`src/rtl/proc_io_bridge_pkg.sv`:
```
`default_nettype none
// ============================================================================
//  proc_io_pkg : shared state encodings and constants for proc_io_bridge
//  Rev 1.0
// ============================================================================
package proc_io_pkg;

    typedef logic [0:0] tx_state_t;
    localparam tx_state_t TX_IDLE = 1'b0;
    localparam tx_state_t TX_SEND = 1'b1;

    typedef logic [1:0] irq_state_t;
    localparam irq_state_t IRQ_IDLE  = 2'd0;
    localparam irq_state_t IRQ_PULSE = 2'd1;
    localparam irq_state_t IRQ_WAIT  = 2'd2;

    localparam int unsigned WORD_W           = 32;
    localparam int unsigned BYTE_W           = 8;
    localparam logic [31:0] KEY_DATA_DEFAULT = 32'hFFFF_0001;

endpackage
`default_nettype wire

```
`src/rtl/proc_io_bridge_if.sv`:
```
`default_nettype none
// ============================================================================
//  proc_io_bridge_if : processor/link signal bundle seen by the bridge
//  Rev 1.0
// ============================================================================
interface proc_io_bridge_if;
    import proc_io_pkg::*;

    logic                snd;
    logic [WORD_W-1:0]   interface_data;
    logic                tx_valid;
    logic [BYTE_W-1:0]   tx_data;
    logic                tx_ready;
    logic                tx_drop;
    logic                rx_valid;
    logic [WORD_W-1:0]   rx_data;
    logic                rx_ready;
    logic                key_in;
    logic                intr_done;
    logic                interrupt_key;
    logic                interrupt_eth;
    logic [WORD_W-1:0]   interrupt_source_data;

    modport master (
        output snd, interface_data, tx_ready, rx_valid, rx_data, key_in, intr_done,
        input  tx_valid, tx_data, tx_drop, rx_ready,
               interrupt_key, interrupt_eth, interrupt_source_data
    );

    modport slave (
        input  snd, interface_data, tx_ready, rx_valid, rx_data, key_in, intr_done,
        output tx_valid, tx_data, tx_drop, rx_ready,
               interrupt_key, interrupt_eth, interrupt_source_data
    );
endinterface
`default_nettype wire

```
`src/rtl/proc_io_bridge_sync_fifo.sv`:
```
`default_nettype none
// ============================================================================
//  sync_fifo : single-clock FIFO, show-ahead head, overflow/underflow gated
//  Rev 1.0
// ============================================================================
module sync_fifo #(
    parameter int unsigned WIDTH = 32,
    parameter int unsigned DEPTH = 4
) (
    input  wire logic             clk,
    input  wire logic             rst_n,
    input  wire logic             push_i,
    input  wire logic [WIDTH-1:0] data_i,
    input  wire logic             pop_i,
    output logic                  full_o,
    output logic                  empty_o,
    output logic [WIDTH-1:0]      head_o
);
    localparam int unsigned AW = $clog2(DEPTH);

    logic [WIDTH-1:0] mem_q [DEPTH];
    logic [AW:0]      wptr_q, rptr_q;
    logic             do_push, do_pop;

    // Extra pointer bit distinguishes full from empty when the indices match.
    assign full_o  = (wptr_q[AW] != rptr_q[AW]) && (wptr_q[AW-1:0] == rptr_q[AW-1:0]);
    assign empty_o = (wptr_q == rptr_q);
    assign head_o  = mem_q[rptr_q[AW-1:0]];

    assign do_push = push_i & ~full_o;
    assign do_pop  = pop_i & ~empty_o;

    always_ff @(posedge clk or negedge rst_n) begin
        if (!rst_n) begin
            wptr_q <= '0;
            rptr_q <= '0;
        end else begin
            if (do_push) wptr_q <= wptr_q + (AW+1)'(1);
            if (do_pop)  rptr_q <= rptr_q + (AW+1)'(1);
        end
    end

    always_ff @(posedge clk) begin
        if (do_push) mem_q[wptr_q[AW-1:0]] <= data_i;
    end
endmodule
`default_nettype wire

```
`src/rtl/proc_io_bridge.sv`:
```
`default_nettype none
// ============================================================================
//  proc_io_bridge : serializes processor words onto the byte link and turns
//  inbound link words / key presses into single-cycle interrupts.  Rev 1.0
// ============================================================================
module proc_io_bridge
    import proc_io_pkg::*;
#(
    parameter int unsigned TX_DEPTH = 4,
    parameter int unsigned RX_DEPTH = 4,
    parameter logic [31:0] KEY_DATA = KEY_DATA_DEFAULT
) (
    input  wire logic         clk,
    input  wire logic         rst_n,
    proc_io_bridge_if.slave   bus
);
    logic              tx_full, tx_empty, tx_pop;
    logic [WORD_W-1:0] tx_head;
    logic              rx_full, rx_empty, rx_pop, rx_push;
    logic [WORD_W-1:0] rx_head;

    sync_fifo #(.WIDTH(WORD_W), .DEPTH(TX_DEPTH)) u_tx_fifo (
        .clk(clk), .rst_n(rst_n), .push_i(bus.snd), .data_i(bus.interface_data),
        .pop_i(tx_pop), .full_o(tx_full), .empty_o(tx_empty), .head_o(tx_head)
    );

    sync_fifo #(.WIDTH(WORD_W), .DEPTH(RX_DEPTH)) u_rx_fifo (
        .clk(clk), .rst_n(rst_n), .push_i(rx_push), .data_i(bus.rx_data),
        .pop_i(rx_pop), .full_o(rx_full), .empty_o(rx_empty), .head_o(rx_head)
    );

    // rx_ready is held low until the first clock after reset so every output reads 0 in reset.
    logic rx_en_q;
    assign bus.rx_ready = ~rx_full & rx_en_q;
    assign rx_push      = bus.rx_valid & bus.rx_ready;

    tx_state_t         tx_state_q, tx_state_d;
    logic [WORD_W-1:0] tx_shift_q, tx_shift_d;
    logic [1:0]        tx_cnt_q, tx_cnt_d;
    logic              tx_valid_q, tx_valid_d;
    logic [BYTE_W-1:0] tx_data_q, tx_data_d;
    logic              tx_drop_q, tx_drop_d;

    always_comb begin
        tx_state_d = tx_state_q;
        tx_shift_d = tx_shift_q;
        tx_cnt_d   = tx_cnt_q;
        tx_valid_d = tx_valid_q;
        tx_data_d  = tx_data_q;
        tx_drop_d  = tx_drop_q | (bus.snd & tx_full);
        tx_pop     = 1'b0;
        case (tx_state_q)
            TX_IDLE: if (!tx_empty) begin
                tx_pop     = 1'b1;
                tx_data_d  = tx_head[31:24];
                tx_shift_d = {tx_head[23:0], 8'h00};
                tx_cnt_d   = 2'd0;
                tx_valid_d = 1'b1;
                tx_state_d = TX_SEND;
            end
            TX_SEND: if (bus.tx_ready) begin
                if (tx_cnt_q == 2'd3) begin
                    tx_valid_d = 1'b0;
                    tx_state_d = TX_IDLE;
                end else begin
                    tx_data_d  = tx_shift_q[31:24];
                    tx_shift_d = {tx_shift_q[23:0], 8'h00};
                    tx_cnt_d   = tx_cnt_q + 2'd1;
                end
            end
            default: tx_state_d = TX_IDLE;
        endcase
    end

    logic              key_s1_q, key_s2_q, key_s3_q, key_rise;
    logic              key_pending_q, key_pending_d;
    irq_state_t        irq_state_q, irq_state_d;
    logic              irq_key_q, irq_key_d, irq_eth_q, irq_eth_d;
    logic [WORD_W-1:0] irq_data_q, irq_data_d;

    assign key_rise = key_s2_q & ~key_s3_q;

    always_comb begin
        irq_state_d   = irq_state_q;
        key_pending_d = key_pending_q;
        irq_data_d    = irq_data_q;
        irq_key_d     = 1'b0;
        irq_eth_d     = 1'b0;
        rx_pop        = 1'b0;
        case (irq_state_q)
            IRQ_IDLE: begin
                if (key_pending_q) begin
                    irq_data_d    = KEY_DATA;
                    key_pending_d = 1'b0;
                    irq_key_d     = 1'b1;
                    irq_state_d   = IRQ_PULSE;
                end else if (!rx_empty) begin
                    irq_data_d  = rx_head;
                    rx_pop      = 1'b1;
                    irq_eth_d   = 1'b1;
                    irq_state_d = IRQ_PULSE;
                end
            end
            IRQ_PULSE: irq_state_d = IRQ_WAIT;
            IRQ_WAIT:  if (bus.intr_done) irq_state_d = IRQ_IDLE;
            default:   irq_state_d = IRQ_IDLE;
        endcase
        // A fresh edge outranks the clear so no press is lost.
        if (key_rise) key_pending_d = 1'b1;
    end

    always_ff @(posedge clk or negedge rst_n) begin
        if (!rst_n) begin
            rx_en_q       <= 1'b0;
            tx_state_q    <= TX_IDLE;
            tx_shift_q    <= '0;
            tx_cnt_q      <= '0;
            tx_valid_q    <= 1'b0;
            tx_data_q     <= '0;
            tx_drop_q     <= 1'b0;
            key_s1_q      <= 1'b0;
            key_s2_q      <= 1'b0;
            key_s3_q      <= 1'b0;
            key_pending_q <= 1'b0;
            irq_state_q   <= IRQ_IDLE;
            irq_key_q     <= 1'b0;
            irq_eth_q     <= 1'b0;
            irq_data_q    <= '0;
        end else begin
            rx_en_q       <= 1'b1;
            tx_state_q    <= tx_state_d;
            tx_shift_q    <= tx_shift_d;
            tx_cnt_q      <= tx_cnt_d;
            tx_valid_q    <= tx_valid_d;
            tx_data_q     <= tx_data_d;
            tx_drop_q     <= tx_drop_d;
            key_s1_q      <= bus.key_in;
            key_s2_q      <= key_s1_q;
            key_s3_q      <= key_s2_q;
            key_pending_q <= key_pending_d;
            irq_state_q   <= irq_state_d;
            irq_key_q     <= irq_key_d;
            irq_eth_q     <= irq_eth_d;
            irq_data_q    <= irq_data_d;
        end
    end

    assign bus.tx_valid              = tx_valid_q;
    assign bus.tx_data               = tx_data_q;
    assign bus.tx_drop               = tx_drop_q;
    assign bus.interrupt_key         = irq_key_q;
    assign bus.interrupt_eth         = irq_eth_q;
    assign bus.interrupt_source_data = irq_data_q;
endmodule
`default_nettype wire

```
`src/flat_wrapper.sv`:
```
// flat-port wrapper written by rule: the top's interface ports become plain ports
module proc_io_bridge_flat import proc_io_pkg::*;
#(
    parameter int unsigned TX_DEPTH = 4,
    parameter int unsigned RX_DEPTH = 4,
    parameter logic [31:0] KEY_DATA = KEY_DATA_DEFAULT
)
  (clk, rst_n, bus_snd, bus_interface_data, bus_tx_ready, bus_rx_valid, bus_rx_data, bus_key_in, bus_intr_done, bus_tx_valid, bus_tx_data, bus_tx_drop, bus_rx_ready, bus_interrupt_key, bus_interrupt_eth, bus_interrupt_source_data);
  proc_io_bridge_if bus_i ();
  input  wire logic clk;
  input  wire logic rst_n;
  input wire logic [$bits(bus_i.snd)-1:0] bus_snd;
  input wire logic [$bits(bus_i.interface_data)-1:0] bus_interface_data;
  input wire logic [$bits(bus_i.tx_ready)-1:0] bus_tx_ready;
  input wire logic [$bits(bus_i.rx_valid)-1:0] bus_rx_valid;
  input wire logic [$bits(bus_i.rx_data)-1:0] bus_rx_data;
  input wire logic [$bits(bus_i.key_in)-1:0] bus_key_in;
  input wire logic [$bits(bus_i.intr_done)-1:0] bus_intr_done;
  output wire logic [$bits(bus_i.tx_valid)-1:0] bus_tx_valid;
  output wire logic [$bits(bus_i.tx_data)-1:0] bus_tx_data;
  output wire logic [$bits(bus_i.tx_drop)-1:0] bus_tx_drop;
  output wire logic [$bits(bus_i.rx_ready)-1:0] bus_rx_ready;
  output wire logic [$bits(bus_i.interrupt_key)-1:0] bus_interrupt_key;
  output wire logic [$bits(bus_i.interrupt_eth)-1:0] bus_interrupt_eth;
  output wire logic [$bits(bus_i.interrupt_source_data)-1:0] bus_interrupt_source_data;
  assign bus_i.snd = bus_snd;
  assign bus_i.interface_data = bus_interface_data;
  assign bus_i.tx_ready = bus_tx_ready;
  assign bus_i.rx_valid = bus_rx_valid;
  assign bus_i.rx_data = bus_rx_data;
  assign bus_i.key_in = bus_key_in;
  assign bus_i.intr_done = bus_intr_done;
  assign bus_tx_valid = bus_i.tx_valid;
  assign bus_tx_data = bus_i.tx_data;
  assign bus_tx_drop = bus_i.tx_drop;
  assign bus_rx_ready = bus_i.rx_ready;
  assign bus_interrupt_key = bus_i.interrupt_key;
  assign bus_interrupt_eth = bus_i.interrupt_eth;
  assign bus_interrupt_source_data = bus_i.interrupt_source_data;
  proc_io_bridge #(.TX_DEPTH(TX_DEPTH), .RX_DEPTH(RX_DEPTH), .KEY_DATA(KEY_DATA)) u_core (.clk(clk), .rst_n(rst_n), .bus(bus_i));
endmodule
```
`config.mk`:
```
export PLATFORM = sky130hd
export DESIGN_NAME = proc_io_bridge_flat
export DESIGN_NICKNAME = d
export VERILOG_FILES = /design/src/rtl/proc_io_bridge_pkg.sv /design/src/rtl/proc_io_bridge_if.sv /design/src/rtl/proc_io_bridge_sync_fifo.sv /design/src/rtl/proc_io_bridge.sv /design/src/flat_wrapper.sv
export SDC_FILE = /design/constraint.sdc
export NUM_CORES = 1
export LEC_CHECK = 0
export ABC_AREA = 1
export CAP_MARGIN = 20
export CORE_MARGIN = 1
export CORE_UTILIZATION = 60
export CTS_BUF_LIST = sky130_fd_sc_hd__clkbuf_8
export CTS_CLUSTER_DIAMETER = 200
export DETAILED_ROUTE_END_ITERATION = 10
export DONT_BUFFER_PORTS = 1
export PLACE_DENSITY_LB_ADDON = 0.12
export SLEW_MARGIN = 10
export SYNTH_ARGS = -nofsm -noshare
export SYNTH_HDL_FRONTEND = slang
export SYNTH_SLANG_ARGS = --single-unit
```
`constraint.sdc`:
```
create_clock -name clk -period 3.2 [get_ports clk]
set_clock_uncertainty 0.15 [all_clocks]
set_input_delay 0.48 -clock clk [delete_from_list [all_inputs] [get_ports clk]]
set_output_delay 0.48 -clock clk [all_outputs]
set_load 0.01 [all_outputs]
```
# Word-level counts from Yosys, hierarchy flattened
# Memory sizes are Yosys's and may differ from the RTL's.
# Index checks and enable logic that the tools add are counted.
dict set report totals {
  reg_bits 98
  ramBits 256
  inputBits 71
  output_inout_bits 45
  word_cells 103
  n_memories 2
}
dict set report classes {
  n_addsub 5
  eq_ne 16
  mux 38
  n_bitwise 15
  reduce_logical 8
}
# name depth word_bits rd rd_ports_with_merged_regs write_ports line
set memory_table {}
lappend memory_table {u_core.u_rx_fifo.mem_q 4 32 1 0 1 proc_io_bridge_sync_fifo.sv:21} ;# logic [WIDTH-1:0] mem_q [DEPTH];
lappend memory_table {u_core.u_tx_fifo.mem_q 4 32 1 0 1 proc_io_bridge_sync_fifo.sv:21}
# op count
set ops {}
lappend ops {{32-bit two-way mux} 5}
lappend ops {{32-bit case mux with 2 select lines} 1}
lappend ops {{8-bit two-way mux} 3}
lappend ops {{1-bit two-way mux} 18}
lappend ops {{8-bit case mux with 2 select lines} 1}
lappend ops {{3-bit by 1-bit adder with 3-bit output (second input constant)} 4}
lappend ops {{2-bit two-way mux} 6}
lappend ops {{2-bit != test (second input constant)} 6}
lappend ops {{1-bit bitwise AND} 8}
lappend ops {{3-bit == test} 2}
lappend ops {{1-bit NOT} 6}
lappend ops {{2-bit case mux with 3 select lines} 1}
lappend ops {{3-bit AND reduction} 2}
lappend ops {{2-bit == test} 2}
lappend ops {{2-bit == test (second input constant)} 2}
lappend ops {{1-bit case mux with 2 select lines} 2}
lappend ops {{2-bit case mux with 2 select lines} 1}
lappend ops {{2-bit AND reduction} 2}
lappend ops {{3-bit != test (second input constant)} 1}
lappend ops {{2-bit by 1-bit adder with 2-bit output (second input constant)} 1}
lappend ops {{2-bit by 1-bit == test with 1-bit output (second input constant)} 1}
lappend ops {{1-bit logical AND} 2}
lappend ops {{2-bit logical NOT} 1}
lappend ops {{1-bit != test} 2}
lappend ops {{2 further kinds} 2}

# Logic depth before layout (Yosys ltp)
dict set report logic_depth {
  depth_word 8
  depth_mapped 10
  mapped_depth_nobuf 8
}

# Cells and area by module
# A second synthesis with hierarchy kept.
dict set report hier_totals {
  cells_unflattened 1149
  area_unflattened_um2 13770.7
}
# module n_inst cells_each area_each_um2 seq_area_each_um2
set modules_own_cells {}
lappend modules_own_cells {{sync_fifo at u_core.u_rx_fifo} 1 371 5175.0 3993.8}
lappend modules_own_cells {{sync_fifo at u_core.u_tx_fifo} 1 370 5171.2 3993.8}
lappend modules_own_cells {proc_io_bridge 1 408 3424.5 1951.9}

# Least setup slack after synthesis
# OpenSTA, ideal clock, no wires.
dict set report synth_path {
  kind {reg2reg}
  from {register u_core.u_rx_fifo.rptr_q[1]}
  to {memory u_core.u_rx_fifo.mem_q[0][0], enable pin}
  setup_ns 0.421
  arrival_ns 2.343
  required_ns 2.629
  setup_slack_ns 0.286
  path_stages_with_launch 7
  path_buffers 1
  period_less_slack_ns 2.914
  cell_sequence {dfrtp_1 buf_4 nand2_1 nand2_2 nand3_1 nand3_2 nor2_1}
}
dict set report synth_via {
  elab_chain_len 8
}
# element line
set synth_lines {}
lappend synth_lines {{start, declared} proc_io_bridge_sync_fifo.sv:22} ;# logic [AW:0] wptr_q, rptr_q;
lappend synth_lines {{start signal, assigned} proc_io_bridge_sync_fifo.sv:39} ;# if (do_pop) rptr_q <= rptr_q + (AW+1)'(1);
lappend synth_lines {{2-bit == test (*)} proc_io_bridge_sync_fifo.sv:26} ;# assign full_o = (wptr_q[AW] != rptr_q[AW]) && (wptr_q[AW-1:0] == rptr_q[AW-1:0]);
lappend synth_lines {{1-bit logical AND (*)} proc_io_bridge_sync_fifo.sv:26}
lappend synth_lines {{1-bit NOT (*)} {proc_io_bridge_sync_fifo.sv:30, proc_io_bridge.sv:34}}
lappend synth_lines {{1-bit bitwise AND} proc_io_bridge.sv:34} ;# assign bus.rx_ready = ~rx_full & rx_en_q;
lappend synth_lines {{1-bit bitwise AND} proc_io_bridge.sv:35} ;# assign rx_push = bus.rx_valid & bus.rx_ready;
lappend synth_lines {{1-bit bitwise AND (*)} proc_io_bridge_sync_fifo.sv:30} ;# assign do_push = push_i & ~full_o;
lappend synth_lines {{1-bit two-way mux (*)} proc_io_bridge_sync_fifo.sv:44} ;# if (do_push) mem_q[wptr_q[AW-1:0]] <= data_i;
lappend synth_lines {{1-bit two-way mux (not written as such) (*)} proc_io_bridge_sync_fifo.sv:44}
lappend synth_lines {{end, declared} proc_io_bridge_sync_fifo.sv:21}
# Every way passes the cells marked *; elsewhere a longest branch is shown, timed or not.

# Final worst setup path
dict set report layout_path {
  from {register u_core.u_rx_fifo.rptr_q[1]}
  to {output bus_rx_ready}
}
dict set report layout_via {
  elab_chain_len 4
}
# element line
set layout_lines {}
lappend layout_lines {{2-bit == test} proc_io_bridge_sync_fifo.sv:26}
lappend layout_lines {{1-bit logical AND} proc_io_bridge_sync_fifo.sv:26}
lappend layout_lines {{1-bit NOT} proc_io_bridge.sv:34}
lappend layout_lines {{1-bit bitwise AND} proc_io_bridge.sv:34}
lappend layout_lines {{end, declared} flat_wrapper.sv:22} ;# output wire logic [$bits(bus_i.rx_ready)-1:0] bus_rx_ready;
# No other way between the ends.

==> flow_summary.yaml <==
worst_setup_path:
  critPathKind: "flip-flop to output pin"
  cp.arrival_ps: 1990
  cpMostUsedCell: "nand2_1"
  crit_chain: "nand2_1 -> nand2_2 -> nand3_1 -> nand2_1 -> inv_1"
  timing.rr.end: "u_core.u_rx_fifo.mem_q[1][17]$_DFFE_PP_"
  end_kind: "output pin"
  r2r_slack_ps: 860
  timing.rr.start: "u_core.u_rx_fifo.rptr_q[1]$_DFFE_PN0P_"
  slowest_stage: "dfrtp_1"
  cp.required_ps: 2570
  cp_max_fo: 15
  cp-start-kind: "flip-flop"
  reg2reg_depth: 7
  max_stage_delay_ps: 700
sta:
  rsz0062_at_grt: "no"
  min_period_ps: 2620
  finalHoldViolations: 0
  worst_slack_ps: 583
  max_freq_mhz: 382
  tightest_slew_ps: 769
  setup_viol: 0
  period_share_pct: 81.8
  tns_ps: 0
  slew_viol_final: 0
  slew_headroom_pct: 48.6
synth:
  netlist-cell-type-count: 33
  synth_area_leader_cell: "edfxtp_1"
  netlist_top_cells_count: "nand2_1 (378), edfxtp_1 (256), nand3_1 (218)"
  syn_nets: 1295
  syn-instance-count: 1213
  yosysSeqAreaShare_pct: 71.3
  synth-edff-count: 256
  syn-cell-area_um2: 13900
  ys_seq_elements: 346
  synth_top_area_share_pct: 55.2
  synth_most_common_cell: "nand2_1"
  synthArstFlopShare_pct: 26.0
  synthTopCellsByArea: "edfxtp_1 (55%), dfrtp_1 (16%), nand2_1 (10%)"
  ys_warn_count: 0
  synth_flop_cell: "edfxtp_1"
  avgSynthCellArea_um2: 11.5
place:
  port_buffers: 0
  hpwl_um: 17000
  placedCellCount: 1457
  gp_congestion: 0.821
  dp_slack_ps: 900
finish:
  instances_no_fill: 1630
  final_util_pct: 70.2
  diodes: 0
  nets: 1381
  fill_cells: 1652
  drive_gt1_share_pct: 9.81
  area_growth_pct: 14.5
floorplan:
  num_rows: 55
  dieArea_um2: 23800
  io_pins: 116
  start_util_pct: 61.4
  core_um2: 22700
  die_x_um: 154
  die_h_um: 154
cts:
  cts_resized: 0
  post_cts_buffers: 0
  clk_latency_ps: 580
  ctsHoldBuffers: 71
  cts.sinks: 346
  cts_buffers: 54
  cts_tree: "built"
  cts-root-buf: "clkbuf_8"
  cts_htree_levels: 2
  cts_max_path_buffers: 3
  clk_pin_slew_ps: 60
min_path:
  hold_path_class: "primary input to flip-flop"
  worstHoldEndpoint: "u_core.u_rx_fifo.wptr_q[2]$_DFFE_PN0P_"
  hold_start: "bus_rx_valid"
  holdPathStages: 3
drt:
  vias_per_cell: 5.51
  drt_wl_total_um: 29400
  vias: 8986
  drt_iter0_drc: 692
  wl_per_cell_um: 18.0
  antenna_left: 0
  first_pass_iters: 5
  drc: 0
power:
  intPower_mw: 9.06
  power.total_mw: 14.3
  power.density_nw_per_um2: 897
  p_leak_nw: 6.58
  ir_worst_vdd_mv: 0.535
  p_clk_share_pct: 24.5
  seqPwrFrac_pct: 45.5
  pwr-share-comb_pct: 30.0
  p_switching_mw: 5.24
  sw_frac_of_total_pct: 36.6
grt:
  track_usage_pct: 25.8
  grt_max_degree: 91
  antenna_found_initial: 0
  grt_pass1_vias: 9132
  overflow: 0
  grt_pass1_wl_um: 47500
job:
  maxCapViolations: 0
run_status:
  status: "finished clean"
critical path, delay by kind of cell (launching register included):
| family | cells | cell delay (ps) |
|---|---|---|
| flip-flops | 1 | 700 |
| AND/OR/NAND/NOR | 4 | 610 |
| buffers and inverters | 1 | 100 |
stage by stage:
| step | hold slack, ps | cell area (um2) |
|---|---|---|
| final | 67.1 | 16000 |
| after global routing | 57.9 | 16000 |
| after CTS | 32.4 | 16000 |
| after detailed placement | 37.8 | 14200 |
| after global placement | 37.6 | 14200 |
| after floorplan | 34.4 | 13900 |
final cells by class:
| cell class | count | area (um2) | area share (%) |
|---|---|---|---|
| Clock buffer | 61 | 840 | 5.26 |
| Clock inverter | 41 | 201 | 1.26 |
| Inverter | 34 | 133 | 0.832 |
| Sequential cell | 346 | 9940 | 62.3 |
| Timing Repair Buffer | 99 | 963 | 6.04 |
| Multi-Input combinational cell | 764 | 3510 | 22.0 |
| Tap cell | 285 | 357 | 2.24 |
cells by family (layout without fill, tap and decap cells):
logic type	count (synthesis)	in the layout	synth area share [%]
AO/OA/AOI/OAI	77	77	3.02
XOR/XNOR	6	6	0.566
adder cells (fa/ha/maj)	11	11	0.988
buffers and inverters	103	235	3.60
flip-flops	346	346	71.3
other	1	1	0.0269
AND/OR/NAND/NOR	669	669	20.5
routing by layer:
metal	part of all wire (%)	GRT usage, %
met5	0	0
met4	2.7	9.76
met1	40	31.4
met2	51	45.3
met3	6.0	5.38
power groups by stage:
| stage | clock network, mW | registers, mW | logic, mW |
|---|---|---|---|
| 2_1_floorplan | 0 | 6.44 | 3.29 |
| 3_3_place_gp | 0 | 6.58 | 4.10 |
| 3_5_place_dp | 0 | 6.60 | 4.19 |
| 4_1_cts | 3.57 | 6.51 | 4.34 |
| 5_1_grt | 3.76 | 6.62 | 4.89 |
| 6_report | 3.50 | 6.51 | 4.30 |
sequential cells by signal (all words and copies together), names as in the netlist, 2 cells and up:
signal,flops
u_core.u_rx_fifo.mem_q,128
u_core.u_tx_fifo.mem_q,128
u_core.bus.interrupt_source_data,32
u_core.tx_shift_q,24
u_core.bus.tx_data,8
u_core.u_rx_fifo.rptr_q,3
u_core.u_rx_fifo.wptr_q,3
u_core.u_tx_fifo.rptr_q,3
u_core.u_tx_fifo.wptr_q,3
u_core.irq_state_q,2
u_core.tx_cnt_q,2
worst max path at each step:
stage                                      startpoint                                 endpoint  slack, ps  cells after the start
4_1_cts        u_core.u_rx_fifo.rptr_q[1]$_DFFE_PN0P_                             bus_rx_ready        580                      5
2_1_floorplan  u_core.u_rx_fifo.rptr_q[1]$_DFFE_PN0P_   u_core.u_rx_fifo.mem_q[0][0]$_DFFE_PP_        290                      6
3_3_place_gp   u_core.u_rx_fifo.rptr_q[1]$_DFFE_PN0P_  u_core.u_rx_fifo.mem_q[3][26]$_DFFE_PP_        970                      7
3_5_place_dp   u_core.u_rx_fifo.rptr_q[1]$_DFFE_PN0P_  u_core.u_rx_fifo.mem_q[1][27]$_DFFE_PP_        900                      7
5_1_grt        u_core.u_rx_fifo.rptr_q[1]$_DFFE_PN0P_                             bus_rx_ready        460                      5
6_report       u_core.u_rx_fifo.rptr_q[1]$_DFFE_PN0P_                             bus_rx_ready        580                      5
layout by cell type (no fill, tap or decap), types with 4 or more instances in the layout:
| cell type | instances |
|---|---|
| nand2_1 | 378 |
| ha_1 | 11 |
| dlygate4sd3_1 | 70 |
| inv_1 | 49 |
| clkinv_2 | 8 |
| edfxtp_1 | 256 |
| clkinv_1 | 8 |
| o21ai_0 | 50 |
| nand3_1 | 218 |
| buf_4 | 26 |
| nand4_1 | 4 |
| o22ai_1 | 24 |
| nor2_2 | 9 |
| dfrtp_1 | 88 |
| inv_2 | 5 |
| clkbuf_8 | 61 |
| nor2_1 | 48 |
Power figures use the tool's default switching activity.
